$ cat src/rtl/async_fifo_pkg.sv
// Shared helpers for both async FIFO controllers: pointer width rule, gray
// conversions and the legal synchronizer depth range.
package async_fifo_pkg;

  localparam int MAX_PTR_W       = 32;
  localparam int SYNC_STAGES_MIN = 2;
  localparam int SYNC_STAGES_MAX = 3;

  function automatic int ptrWidth(input int addrW);
    return addrW + 1;
  endfunction

  // Callers zero-extend to MAX_PTR_W and truncate back, so any width up to 32 works.
  function automatic logic [MAX_PTR_W-1:0] bin2gray(input logic [MAX_PTR_W-1:0] bin);
    return bin ^ (bin >> 1);
  endfunction

  function automatic logic [MAX_PTR_W-1:0] gray2bin(input logic [MAX_PTR_W-1:0] gray);
    logic [MAX_PTR_W-1:0] bin;
    bin[MAX_PTR_W-1] = gray[MAX_PTR_W-1];
    for (int i = MAX_PTR_W - 2; i >= 0; i--) begin
      bin[i] = bin[i+1] ^ gray[i];
    end
    return bin;
  endfunction

endpackage

$ cat src/rtl/async_fifo_gray_sync.sv
// Per-bit flop synchronizer and a vector wrapper that brings a gray pointer
// across a clock boundary and also presents its binary value.
module async_fifo_flop_sync #(
  parameter int FLOP_CNT = 2
) (
  input  logic clk,
  input  logic reset_n,
  input  logic i_d,
  output logic o_q
);

  logic [FLOP_CNT-1:0] r_stages;

  always_ff @(posedge clk or negedge reset_n) begin
    if (!reset_n) begin
      r_stages <= '0;
    end else begin
      r_stages <= {r_stages[FLOP_CNT-2:0], i_d};
    end
  end

  assign o_q = r_stages[FLOP_CNT-1];

endmodule

module async_fifo_gray_sync
  import async_fifo_pkg::*;
#(
  parameter int WIDTH       = 5,
  parameter int SYNC_STAGES = 2
) (
  input  logic             clk,
  input  logic             reset_n,
  input  logic [WIDTH-1:0] i_grayAsync,
  output logic [WIDTH-1:0] o_syncGray,
  output logic [WIDTH-1:0] o_syncBin
);

  for (genvar i = 0; i < WIDTH; i++) begin : g_bit
    async_fifo_flop_sync #(
      .FLOP_CNT(SYNC_STAGES)
    ) u_flopSync (
      .clk    (clk),
      .reset_n(reset_n),
      .i_d    (i_grayAsync[i]),
      .o_q    (o_syncGray[i])
    );
  end

  assign o_syncBin = WIDTH'(gray2bin(MAX_PTR_W'(o_syncGray)));

endmodule

$ cat src/rtl/async_fifo_rd_ctrl.sv
// Read-side controller of the async FIFO: synchronizes the write pointer,
// issues 1-cycle-latency RAM reads and feeds a 2-entry valid/ready buffer.
module async_fifo_rd_ctrl
  import async_fifo_pkg::*;
#(
  parameter int ADDR_W      = 4,
  parameter int DATA_W      = 8,
  parameter int SYNC_STAGES = 2
) (
  input  logic              clk,
  input  logic              reset_n,
  input  logic [ADDR_W:0]   wr_ptr_gray_async,
  output logic [ADDR_W:0]   rd_ptr_gray,
  output logic              mem_ren,
  output logic [ADDR_W-1:0] mem_raddr,
  input  logic [DATA_W-1:0] mem_rdata,
  output logic              rd_valid,
  input  logic              rd_ready,
  output logic [DATA_W-1:0] rd_data,
  output logic              fifo_empty,
  output logic [ADDR_W:0]   rd_level
);

  localparam int PTR_W = ptrWidth(ADDR_W);

  if (SYNC_STAGES < SYNC_STAGES_MIN || SYNC_STAGES > SYNC_STAGES_MAX) begin : g_badSyncStages
    $error("async_fifo_rd_ctrl: SYNC_STAGES must be 2 or 3");
  end

  logic [PTR_W-1:0]  w_wrSyncGray;
  logic [PTR_W-1:0]  w_wrSyncBin;
  logic [PTR_W-1:0]  w_rdBinNext;
  logic [PTR_W-1:0]  r_rdBin;
  logic [PTR_W-1:0]  r_rdPtrGray;
  logic              r_outV;
  logic              r_skidV;
  logic              r_inflight;
  logic [DATA_W-1:0] r_outData;
  logic [DATA_W-1:0] r_skidData;
  logic              w_pop;
  logic              w_issue;
  logic              w_toOut;
  logic [1:0]        w_occupancy;

  async_fifo_gray_sync #(
    .WIDTH      (PTR_W),
    .SYNC_STAGES(SYNC_STAGES)
  ) u_wrPtrSync (
    .clk        (clk),
    .reset_n    (reset_n),
    .i_grayAsync(wr_ptr_gray_async),
    .o_syncGray (w_wrSyncGray),
    .o_syncBin  (w_wrSyncBin)
  );

  assign fifo_empty  = (r_rdPtrGray == w_wrSyncGray);
  assign rd_level    = w_wrSyncBin - r_rdBin;
  assign rd_ptr_gray = r_rdPtrGray;
  assign rd_valid    = r_outV;
  assign rd_data     = r_outData;

  // Words held or on their way, after this cycle's pop; never let it exceed two.
  assign w_pop       = r_outV && rd_ready;
  assign w_occupancy = {1'b0, r_outV} + {1'b0, r_skidV} + {1'b0, r_inflight} - {1'b0, w_pop};
  assign w_issue     = !fifo_empty && (w_occupancy < 2'd2);
  assign w_toOut     = (!r_outV || w_pop) && !r_skidV;
  assign w_rdBinNext = r_rdBin + PTR_W'(1);

  assign mem_ren   = w_issue;
  assign mem_raddr = r_rdBin[ADDR_W-1:0];

  always_ff @(posedge clk or negedge reset_n) begin
    if (!reset_n) begin
      r_rdBin     <= '0;
      r_rdPtrGray <= '0;
      r_inflight  <= 1'b0;
    end else begin
      r_inflight <= w_issue;
      if (w_issue) begin
        r_rdBin     <= w_rdBinNext;
        r_rdPtrGray <= PTR_W'(bin2gray(MAX_PTR_W'(w_rdBinNext)));
      end
    end
  end

  // The skid word always has priority over the RAM word arriving in the same cycle.
  always_ff @(posedge clk or negedge reset_n) begin
    if (!reset_n) begin
      r_outV     <= 1'b0;
      r_outData  <= '0;
      r_skidV    <= 1'b0;
      r_skidData <= '0;
    end else begin
      if (w_pop) begin
        if (r_skidV) begin
          r_outData <= r_skidData;
          r_outV    <= 1'b1;
        end else if (r_inflight) begin
          r_outData <= mem_rdata;
          r_outV    <= 1'b1;
        end else begin
          r_outV <= 1'b0;
        end
      end else if (r_inflight && w_toOut) begin
        r_outData <= mem_rdata;
        r_outV    <= 1'b1;
      end

      if (r_inflight && !w_toOut) begin
        r_skidData <= mem_rdata;
        r_skidV    <= 1'b1;
      end else if (w_pop && r_skidV) begin
        r_skidV <= 1'b0;
      end
    end
  end

endmodule

$ cat config.mk
export PLATFORM = sky130hd
export DESIGN_NAME = async_fifo_rd_ctrl
export DESIGN_NICKNAME = d
export VERILOG_FILES = /design/src/rtl/async_fifo_pkg.sv /design/src/rtl/async_fifo_gray_sync.sv /design/src/rtl/async_fifo_rd_ctrl.sv
export SDC_FILE = /design/constraint.sdc
export NUM_CORES = 1
export LEC_CHECK = 0
export ABC_AREA = 0
export BUFFER_PORTS_ARGS = -buffer_cell sky130_fd_sc_hd__buf_2
export CORE_ASPECT_RATIO = 1.25
export CORE_MARGIN = 4
export CORE_UTILIZATION = 57
export DETAILED_ROUTE_END_ITERATION = 8
export PLACE_DENSITY = 0.85
export SLEW_MARGIN = 20
export SYNTH_ARGS = -nofsm -noshare
export SYNTH_HDL_FRONTEND = slang
export SYNTH_SLANG_ARGS = --single-unit
$ cat constraint.sdc
create_clock -name clk -period 8.4 [get_ports clk]
set_input_delay 1.68 -clock clk [delete_from_list [all_inputs] [get_ports clk]]
set_output_delay 1.68 -clock clk [all_outputs]
set_load 0.01 [all_outputs]
==> impl_results.md, run 1 <==
- Status: finished, final reports clean
- WP data required: 6720 ps
- H-tree depth: 2
- Drt via density: 5.23
- Mux contribution to synthesized area: 11.9%
- Final worst-path cycle share: 60.2%
- Post-synthesis compound-gate area fraction: 6.40%
- Setup TNS: 0 ps
- Worst r2r dst: rd_ptr_gray[0]
- Largest family of logic cells by synthesized area: multiplexers
- Final hold vios: 0
- Synthesis-stage register bit count: 38
- CP endpoint kind: output port
- GRT Residual Overflow: 0
- Port-buffer cells: 40
- Crit path max fanout: 13
- Clk slew on worst S/H paths: 110 ps
- Worst Tran Pin Value: 792 ps
- Crit path from: rd_ready
- Critical Path Sink: mem_ren
- Worst Hold Class: reg2reg
- Post-CTS Hold Buffers: 0
- CTS Sinks: 38
- GRT Overall Usage: 17.6%
- Final GP Congestion: 0.722
- Pin count of the biggest net entering global routing: 39
- Clock Latency Late Sink: 340 ps
- Count of final max-slew check failures: 0
- Maximum clock path buffer count: 2
- CTS Root Cell: clkbuf_4
- CORE AREA: 2970 um^2
- Initial Util: 60.5%
- First-pass GRT wire length: 5510 um
- # resized after CTS: 0
- XOR/XNOR Fraction of Synth Area: 11.2%
- WHS: 345 ps
- Dpl cell area: 2020 um^2
- Worst Reg-to-Reg Cells: 8
- Die W: 58.2 um
- FF-to-FF Start: rd_valid
- Max_cap viols: 0
- Post-Layout Cell Count: 228
- Slew HR: 47.2%
- Seq/Total Area, Yosys: 52.9%
- Mean post-synth cell area: 12.2 um^2
- Simple logic cell fraction of the synthesized area: 7.10%
- Share of cells above drive strength 1: 32.8%
- Cells after DPL: 220
- Diodes inserted: 0
- Post-CTS setup buffer count: 0
- CP Class: in2out
- Total Power: 0.952 mW
- Clock skew: 11.9 ps
- Worst vdd ir: 0.257 mV
- TritonCTS clock tree: done
- Setup violations, final: 0
- Synth warn: 0
- Final Cell Area: 2090 um^2
- Worst R2R Setup Slack: 6060 ps
- Vias in the first global route: 1316
- Pleak: 1.03 nW
- Row cnt: 22
- Fmax: 0.198 GHz
- Mean routed wirelength per cell: 13.7 um
- Clock period minus worst slack: 5050 ps
- Vias post-DR: 1193
- Dpl hpwl: 2470 um
- DRT Wirelength: 3120 um
- Mapped Area: 1800 um^2
- Power Density: 454 nW/um^2
- Adder-cell share of the synthesized area: 6.68%
- # IOs: 41
- Initial antenna violation count: 0
- Synthesized instance count: 147
- Die Height: 70.8 um
- Routed Antenna Nets: 0
- 1st-iter DRT viols: 23
- RSZ-0062 raised after global routing: no
- CTS Buf Count: 5
- Critical Path Source Type: input port
- Crit path DAT: 3370 ps
- Unique cell type count in the Yosys netlist: 26
- Die area: 4120 um^2
- Drt first pass iters: 4
- Nets@finish: 216
- Synthesized Nets: 172
- Area grow syn2layout: 16.5%
- DRC errors left: 0
==> state kept, by name (all words and copies together), names as in the netlist <==
register,count
r_inflight,1
r_rdBin,5
rd_ptr_gray,4
rd_valid,1
r_skidData,8
r_skidV,1
rd_data,8
u_wrPtrSync.g_bit.u_flopSync.r_stages,10
==> cells in the mapped netlist <==
master	instances	area share, %
a21o_1	2	0.83
a21oi_1	12	3.3
a31oi_1	1	0.35
and2_1	2	0.70
and3_2	1	0.42
buf_2	1	0.28
buf_6	2	1.3
dfrtp_1	38	53
fa_1	1	1.1
ha_1	8	5.6
inv_1	11	2.3
mux2_2	11	6.9
mux2i_1	9	5.0
nand2_1	3	0.63
nand2b_1	3	1.0
nand4_1	1	0.35
nand4_4	1	1.2
nor2_1	10	2.1
nor2_2	1	0.35
nor2b_1	1	0.35
o21a_2	1	0.49
o21ai_0	2	0.56
o21ai_2	1	0.49
o22ai_1	1	0.35
xnor2_1	14	6.8
xor2_1	9	4.4
==> cells in the final DEF, fill, tap and decap left out, types with 2 or more instances in the layout <==
master	instances
buf_2	40
xor2_1	9
mux2i_1	9
inv_1	11
a21o_1	2
nand2b_1	3
dfrtp_1	38
xnor2_1	14
nor2_1	10
mux2_2	11
and2_1	2
ha_1	8
a21oi_1	12
clkbuf_4	5
o21ai_0	2
nand2_1	3
==> kinds of logic (layout without fill, tap and decap cells) <==
logic type	after synthesis	count (layout)
AO/OA/AOI/OAI	20	20
AND/OR/NAND/NOR	23	23
adder cells (fa/ha/maj)	9	9
buffers and inverters	14	59
multiplexers	20	20
flip-flops	38	38
XOR/XNOR	23	23
==> worst min-delay path by stage <==
| stage | slack (ps) | from | to | cells after the start |
|---|---|---|---|---|
| floorplan | 330 | u_wrPtrSync.g_bit[0].u_flopSync.r_stages[0] | u_wrPtrSync.g_bit[0].u_flopSync.r_stages[1] | 0 |
| global placement | 330 | u_wrPtrSync.g_bit[0].u_flopSync.r_stages[0] | u_wrPtrSync.g_bit[0].u_flopSync.r_stages[1] | 0 |
| detailed placement | 340 | u_wrPtrSync.g_bit[0].u_flopSync.r_stages[0] | u_wrPtrSync.g_bit[0].u_flopSync.r_stages[1] | 0 |
| CTS | 350 | u_wrPtrSync.g_bit[0].u_flopSync.r_stages[0] | u_wrPtrSync.g_bit[0].u_flopSync.r_stages[1] | 0 |
| global route | 350 | u_wrPtrSync.g_bit[0].u_flopSync.r_stages[0] | u_wrPtrSync.g_bit[0].u_flopSync.r_stages[1] | 0 |
| finish | 350 | u_wrPtrSync.g_bit[0].u_flopSync.r_stages[0] | u_wrPtrSync.g_bit[0].u_flopSync.r_stages[1] | 0 |
==> area by class of cell <==
| type | instances | area (um^2) |
|---|---|---|
| timing repair buffer | 40 | 200 |
| multi-input combinational | 95 | 778 |
| tap | 36 | 45.0 |
| clock inverter | 2 | 37.5 |
| inverter | 11 | 41.3 |
| sequential | 38 | 951 |
| fill | 236 | 878 |
| clock buffer | 6 | 41.3 |
==> report_power, final <==
group	switching [mW]	leakage (nW)	internal (mW)	total, mW
Sequential	0.0641	0.436	0.259	0.324
Clock	0.0576	0.0385	0.0628	0.120
Combinational	0.263	0.556	0.245	0.508
Total	0.384	1.03	0.567	0.952
==> routing by layer <==
metal	share of wire, %	routed length (um)	up-vias	track usage (%)
met3	5.7	179	9	3.83
met1	39	1220	572	19.2
li1	-	-	580	-
met4	2.4	76	0	10.6
met2	53	1650	32	30.7
met5	0	0	-	0
==> metrics by stage <==
| step | util [%] | setup slack (ps) |
|---|---|---|
| 5_1_grt | 70.5 | 3220 |
| 4_1_cts | 70.5 | 3320 |
| 3_5_place_dp | 67.8 | 3340 |
| 6_report | 70.5 | 3350 |
| 3_3_place_gp | 67.8 | 3390 |
| 2_1_floorplan | - | 3730 |
==> worst max-delay path, cell delays in order <==
cell	delay, ps
buf_2	100
and2_1	160
ha_1	280
inv_1	40
ha_1	260
a21oi_1	170
xor2_1	160
o21a_2	310
buf_2	190
No activity file was read; power rests on OpenSTA's default activity.
==> run 2: changes to the inputs <==
--- a/config.mk
+++ b/config.mk
@@ -5,13 +5,13 @@
 export SDC_FILE = /design/constraint.sdc
 export NUM_CORES = 1
 export LEC_CHECK = 0
-export ABC_AREA = 0
+export ABC_AREA = 1
 export BUFFER_PORTS_ARGS = -buffer_cell sky130_fd_sc_hd__buf_2
 export CORE_ASPECT_RATIO = 1.25
 export CORE_MARGIN = 4
-export CORE_UTILIZATION = 57
+export CORE_UTILIZATION = 49
 export DETAILED_ROUTE_END_ITERATION = 8
-export PLACE_DENSITY = 0.85
+export PLACE_DENSITY = 0.77
 export SLEW_MARGIN = 20
 export SYNTH_ARGS = -nofsm -noshare
 export SYNTH_HDL_FRONTEND = slang
==> constraint.sdc (replaced) <==
create_clock -name clk -period 4.1 [get_ports clk]
set_input_delay 0.82 -clock clk [delete_from_list [all_inputs] [get_ports clk]]
set_output_delay 0.82 -clock clk [all_outputs]
set_load 0.01 [all_outputs]
==> run 2 against run 1 <==
Flip-flop and latch count did not move. Largest cell class unchanged. Utilization is 9.9 points lower. Count of clock-buffer cells in the layout fell by 1. Clock skew fell by 7.1 ps. First-iteration DRC count up 70%. Design area increased by 10%. Worst setup slack got worse by 2700 ps. Routed wire length up 13%. Via count up 31%. Area after synthesis rose by 8.3%. Sequential share of layout area fell by 4.3 points. Sequential power is 98% higher.
==> impl_results.md, run 2 <==
- Status: finished, final reports clean
- Unique cell type count in the Yosys netlist: 23 (-12%)
- Final GP Congestion: 0.832 (+15%)
- Post-CTS Hold Buffers: 0 (unchanged)
- Synthesized instance count: 235 (+60%)
- CTS Root Cell: clkbuf_8
- Nets@finish: 302 (+40%)
- GRT Residual Overflow: 0 (unchanged)
- Final core utilization: 60.6% (-9.9 points)
- Clock Latency Late Sink: 290 ps (-50 ps)
- Fill cells: 355 (+50%)
- Fmax: 0.287 GHz
- Most frequent cell after synthesis: nand2_1
- RSZ-0062 raised after global routing: no
- Slew HR: 45.2% (-2.0 points)
- # IOs: 41 (unchanged)
- Crit path max fanout: 10 (-3)
- Clock period minus worst slack: 3490 ps
- Routed Antenna Nets: 0 (unchanged)
- Area of the multi-input gates: 828 um^2 (+6.4%)
- Most instantiated cells after synthesis: nand2_1, dfrtp_1, inv_1
- Clock skew: 4.80 ps (-7.07 ps)
- Final worst-path cycle share: 85.0%
- DRT Wirelength: 3520 um (+13%)
- Seq/Total Area, Yosys: 48.8% (-4.0 points)
- Crit path DAT: 2670 ps (-700 ps)
- CP Class: in2out
- Share of cells above drive strength 1: 20.5% (-12 points)
- Worst Hold Class: reg2reg
- Initial Util: 51.0% (-9.5 points)
- CP endpoint kind: output port
- Mean post-synth cell area: 8.28 um^2 (-32%)
- Top cell type's share of synthesized area: 48.8% (-4.0 points)
- 1st-iter DRT viols: 39 (+70%)
- Worst vdd ir: 0.485 mV (+89%)
- Most common cell after layout, fill and taps aside: nand2_1
- Port-buffer cells: 40 (unchanged)
- # resized after CTS: 0 (unchanged)
- DRC errors left: 0 (unchanged)
- CTS Sinks: 38 (unchanged)
- Setup ws final: 614 ps (-2730 ps)
- Power Density: 818 nW/um^2 (+80%)
- Dpl hpwl: 2620 um (+6.5%)
- First-pass GRT wire length: 6090 um (+11%)
- Vias in the first global route: 1404 (+6.7%)
- Worst R2R Setup Slack: 1890 ps (-4170 ps)
- Critical Path Source Type: input port
- Dpl cell area: 2170 um^2 (+7.9%)
- GR Util met1: 17.8% (-1.4 points)
- Post-synth EDFFs: 0 (unchanged)
- GRT Overall Usage: 15.1% (-2.5 points)
- Most frequent cells in the layout: nand2_1, buf_2, dfrtp_1
- Area grow syn2layout: 18.8%
- Ranking of synthesized cells by area: dfrtp_1, nand2_1, inv_1
- Place WS: 606 ps (-2730 ps)
- Row cnt: 25 (+14%)
- Cells after DPL: 324 (+47%)
- H-tree depth: 2 (unchanged)
- Pleak: 1.27 nW (+24%)
- Die Height: 78.5 um (+11%)
- Setup TNS: 0 ps (unchanged)
- Die W: 64.4 um (+11%)
- Count of final max-slew check failures: 0 (unchanged)
- Drt first pass iters: 4 (unchanged)
- CTS Buf Count: 5 (unchanged)
- Post-Layout Cell Count: 332 (+46%)
- Pin count of the biggest net entering global routing: 39 (unchanged)
- Mean routed wirelength per cell: 10.6 um (-23%)
- Clk slew on worst S/H paths: 80 ps (-30 ps)
- GRT busiest layer: met2
- CORE AREA: 3820 um^2 (+28%)
- Register Area: 951 um^2 (unchanged)
- Synth area leader: dfrtp_1
- WP data required: 3280 ps (-3440 ps)
- Mapped Area: 1950 um^2 (+8.3%)
- Post-CTS setup buffer count: 0 (unchanged)
- Vias post-DR: 1557 (+31%)
- Final hold vios: 0 (unchanged)
- Drt via density: 4.69 (-10%)
- Initial antenna violation count: 0 (unchanged)
- Setup violations, final: 0 (unchanged)
- Diodes inserted: 0 (unchanged)
- Final Cell Area: 2310 um^2 (+10%)
- TritonCTS clock tree: done
- Worst Tran Pin Value: 822 ps (+29.4 ps)
- Top FF cell, synth: dfrtp_1
- Synthesized Nets: 260 (+51%)
- Met3 Usage GRT: 3.43% (-0.40 points)
- Maximum clock path buffer count: 2 (unchanged)
- Most flops, register: u_wrPtrSync.g_bit.u_flopSync.r_stages
- Die area: 5050 um^2 (+23%)
- Synth warn: 0 (unchanged)
- Max reg flops: 10 (unchanged)
- Ys async rst share: 100% (unchanged)
- Synthesis-stage register bit count: 38 (unchanged)
- GRT met2 Usage: 26.4% (-4.2 points)
- Max_cap viols: 0 (unchanged)
==> run 2: cell families after synthesis <==
kind of cell | share of synthesized area, %
XOR/XNOR | 3.60
AO/OA/AOI/OAI | 9.38
adder cells (fa/ha/maj) | 6.17
buffers and inverters | 8.61
AND/OR/NAND/NOR | 23.4
flip-flops | 48.8
==> run 2: worst max-delay path, stage by stage <==
cell     delay (ps)
buf_2           120
nand2_1         120
inv_1           110
ha_1            290
inv_1            40
ha_1            260
a21oi_1          70
or2_2           280
nand2_2         160
nand2_2         170
inv_1           100
buf_2           130
==> run 2: power breakdown <==
part / switching, mW / internal, mW / total (mW)
clock network: 0.131 / 0.244 / 0.375
logic: 0.523 / 0.349 / 0.873
registers: 0.125 / 0.518 / 0.643
total: 0.780 / 1.11 / 1.89
==> run 2: worst paths after layout <==
check                                                             from                                          end  cells after the start
setup / recovery                                              rd_ready                                      mem_ren                     12
hold / removal             u_wrPtrSync.g_bit[0].u_flopSync.r_stages[0]  u_wrPtrSync.g_bit[0].u_flopSync.r_stages[1]                      0
setup reg to reg                                              rd_valid                               rd_ptr_gray[3]                     11
hold reg to reg            u_wrPtrSync.g_bit[0].u_flopSync.r_stages[0]  u_wrPtrSync.g_bit[0].u_flopSync.r_stages[1]                      0
max in group asynchronous                                      reset_n                                r_skidData[6]                      1
min in group asynchronous                                      reset_n                                r_skidData[5]                      1
==> run 2: final cells by class <==
cell class                      count  share of cell area, %
Sequential cell                    38                   41.1
Multi-Input combinational cell    158                   35.8
Timing Repair Buffer               40                   8.66
Inverter                           34                   5.52
Clock buffer                        5                   2.98
Clock inverter                      3                   2.98
Tap cell                           54                   2.92
==> run 2: per-stage QoR <==
step / total power, mW / hold WS, ps
final: 1.89 / 353
after global routing: 2.09 / 362
after CTS: 1.92 / 356
after detailed placement: 1.53 / 338
after global placement: 1.51 / 332
after floorplan: 1.28 / 331
==> run 2: per-layer routing <==
metal	routed length (um)	up-vias	part of all wire, %
li1	-	820	-
met2	1840	35	52
met4	39	0	1.1
met3	159	4	4.5
met1	1480	698	42
met5	0	-	0
==> run 3: changes to the inputs <==
--- a/config.mk
+++ b/config.mk
@@ -12,6 +12,7 @@
 export CORE_UTILIZATION = 49
 export DETAILED_ROUTE_END_ITERATION = 8
 export PLACE_DENSITY = 0.77
+export REMOVE_ABC_BUFFERS = 1
 export SLEW_MARGIN = 20
 export SYNTH_ARGS = -nofsm -noshare
 export SYNTH_HDL_FRONTEND = slang
==> run 3 against run 2 <==
Design area unchanged. Via count unchanged. First-iteration DRC count up 79%. Clock skew is 2.8 ps higher. Critical endpoint unchanged. Combinational power increased by 1%. Sequential share of layout area stayed put. Worst hold slack lost 1.8 ps. Sequential power grew 0.8%. Worst setup slack worse by 27 ps. Clock power barely moved. Routed wire length is 2.8% higher. Register-to-register slack improved by 30 ps.
==> impl_results.md, run 3 (synthesized netlist as in run 2, its figures left out) <==
- Status: finished, final reports clean
- CTS Sinks: 38 (unchanged)
- WHS: 351 ps (-1.82 ps)
- CTS Root Cell: clkbuf_8
- Max_cap viols: 0 (unchanged)
- Worst Tran Pin Value: 792 ps (-29.1 ps)
- Most common cell after layout, fill and taps aside: nand2_1
- Slowest cell on the critical path: ha_1
- Die W: 64.4 um (unchanged)
- Diodes inserted: 0 (unchanged)
- Most flops, register: u_wrPtrSync.g_bit.u_flopSync.r_stages
- Setup ws final: 587 ps (-27.3 ps)
- Vias post-DR: 1557 (unchanged)
- Register Area: 951 um^2 (unchanged)
- DRT Wirelength: 3620 um (+2.8%)
- Area grow syn2layout: 18.8% (unchanged)
- Fill cells: 361 (+1.7%)
- Count of final max-slew check failures: 0 (unchanged)
- Area of the multi-input gates: 828 um^2 (unchanged)
- Share of cells above drive strength 1: 20.5% (unchanged)
- Setup violations, final: 0 (unchanged)
- Initial antenna violation count: 0 (unchanged)
- Crit path max fanout: 10 (unchanged)
- Post-CTS Hold Buffers: 0 (unchanged)
- Cells after DPL: 324 (unchanged)
- Clock Latency Late Sink: 290 ps (about the same)
- Routed Antenna Nets: 0 (unchanged)
- Clk slew on worst S/H paths: 70 ps (about the same)
- Pleak: 1.27 nW (unchanged)
- Drt via density: 4.69 (unchanged)
- Most frequent cells in the layout: nand2_1, buf_2, dfrtp_1
- WHS Path Cells: 0 (unchanged)
- FF-to-FF Start: rd_valid
- Die area: 5050 um^2 (unchanged)
- Power Density: 824 nW/um^2 (+0.82%)
- TritonCTS clock tree: done
- Nets@finish: 302 (unchanged)
- Post-CTS setup buffer count: 0 (unchanged)
- Vias in the first global route: 1488 (+6.0%)
- Dpl hpwl: 2690 um (+2.5%)
- CP max stage delay: 280 ps (about the same)
- DRC errors left: 0 (unchanged)
- GRT Overall Usage: 15.8% (+0.71 points)
- Maximum clock path buffer count: 2 (unchanged)
- Critical path cell sequence: buf_2, nand2_1, inv_1, ha_1, inv_1, ha_1, a21oi_1, or2_2, nand2_2, nand2_2, inv_1, buf_2
- Row cnt: 25 (unchanged)
- Final GP Congestion: 0.826 (-0.65%)
- CORE AREA: 3820 um^2 (unchanged)
- Worst Hold Class: reg2reg
- Drt first pass iters: 4 (unchanged)
- Worst Path Buf+Inv: 5 (unchanged)
- GRT Residual Overflow: 0 (unchanged)
- # IOs: 41 (unchanged)
- Clock period minus worst slack: 3510 ps (+27.3 ps)
- Final worst-path cycle share: 85.7% (+0.67 points)
- Crit path DAT: 2690 ps (+20 ps)
- Clock skew: 7.61 ps (+2.81 ps)
- First-pass GRT wire length: 6320 um (+3.7%)
- Slew HR: 47.2% (+1.9 points)
- Initial Util: 51.0% (unchanged)
- Die Height: 78.5 um (unchanged)
- Mean routed wirelength per cell: 10.9 um (+2.8%)
- Worst Reg-to-Reg Cells: 11 (unchanged)
- Hold endpoint: u_wrPtrSync.g_bit[3].u_flopSync.r_stages[1]
- Final core utilization: 60.6% (unchanged)
- Setup TNS: 0 ps (unchanged)
- 1st-iter DRT viols: 70 (+79%)
- Hold wc startpoint: u_wrPtrSync.g_bit[3].u_flopSync.r_stages[0]
- Critical Path Source Type: input port
- CTS Buf Count: 5 (unchanged)
- Final hold vios: 0 (unchanged)
- Post-Layout Cell Count: 332 (unchanged)
- WP data required: 3280 ps (about the same)
- H-tree depth: 2 (unchanged)
- Worst R2R Setup Slack: 1920 ps (+30 ps)
- Worst r2r dst: rd_ptr_gray[1]
- Worst vdd ir: 0.401 mV (-17%)
- CP endpoint kind: output port
- Max reg flops: 10 (unchanged)
- RSZ-0062 raised after global routing: no
- Port-buffer cells: 40 (unchanged)
- CP Class: in2out
- Most frequent CP cell: inv_1
- Largest delay share family, worst path: simple AND/OR/NAND/NOR gates
- Place WS: 590 ps (-16.2 ps)
- # resized after CTS: 0 (unchanged)
- Fmax: 0.285 GHz (-0.78%)
- Pin count of the biggest net entering global routing: 39 (unchanged)
-- run 3: cell type report --
| type | instances | area share, % |
|---|---|---|
| sequential | 38 | 41.1 |
| multi-input combinational | 158 | 35.8 |
| timing repair buffer | 40 | 8.66 |
| clock buffer | 5 | 2.98 |
| tap | 54 | 2.92 |
| inverter | 34 | 5.52 |
| clock inverter | 3 | 2.98 |
-- run 3: where the power goes --
group / internal [mW] / switching, mW / total [mW]
combinational: 0.349 / 0.534 / 0.883
sequential: 0.519 / 0.130 / 0.648
clock: 0.244 / 0.131 / 0.375
-- run 3: how the worst max path moves through the flow --
stage / startpoint / to / depth (start not counted)
floorplan: rd_ready / mem_ren / 10
global placement: rd_ready / mem_ren / 12
detailed placement: rd_ready / mem_ren / 12
CTS: rd_ready / mem_ren / 12
global route: rd_ready / mem_ren / 12
finish: rd_ready / mem_ren / 12
-- run 3: per-stage QoR --
stage / power [mW] / area (um^2)
2_1_floorplan: 1.25 / 1910
3_5_place_dp: 1.54 / 2170
6_report: 1.91 / 2310
5_1_grt: 2.09 / 2310
3_3_place_gp: 1.51 / 2170
4_1_cts: 1.93 / 2310
-- run 3: routing by layer --
layer  global-route usage, %  vias to the layer above  share of wire [%]
li1                        -                      820                  -
met1                    18.0                      688                 43
met2                    28.2                       42                 50
met3                    4.29                        7                5.2
met4                    5.29                        0                1.6
met5                       0                        -                  0
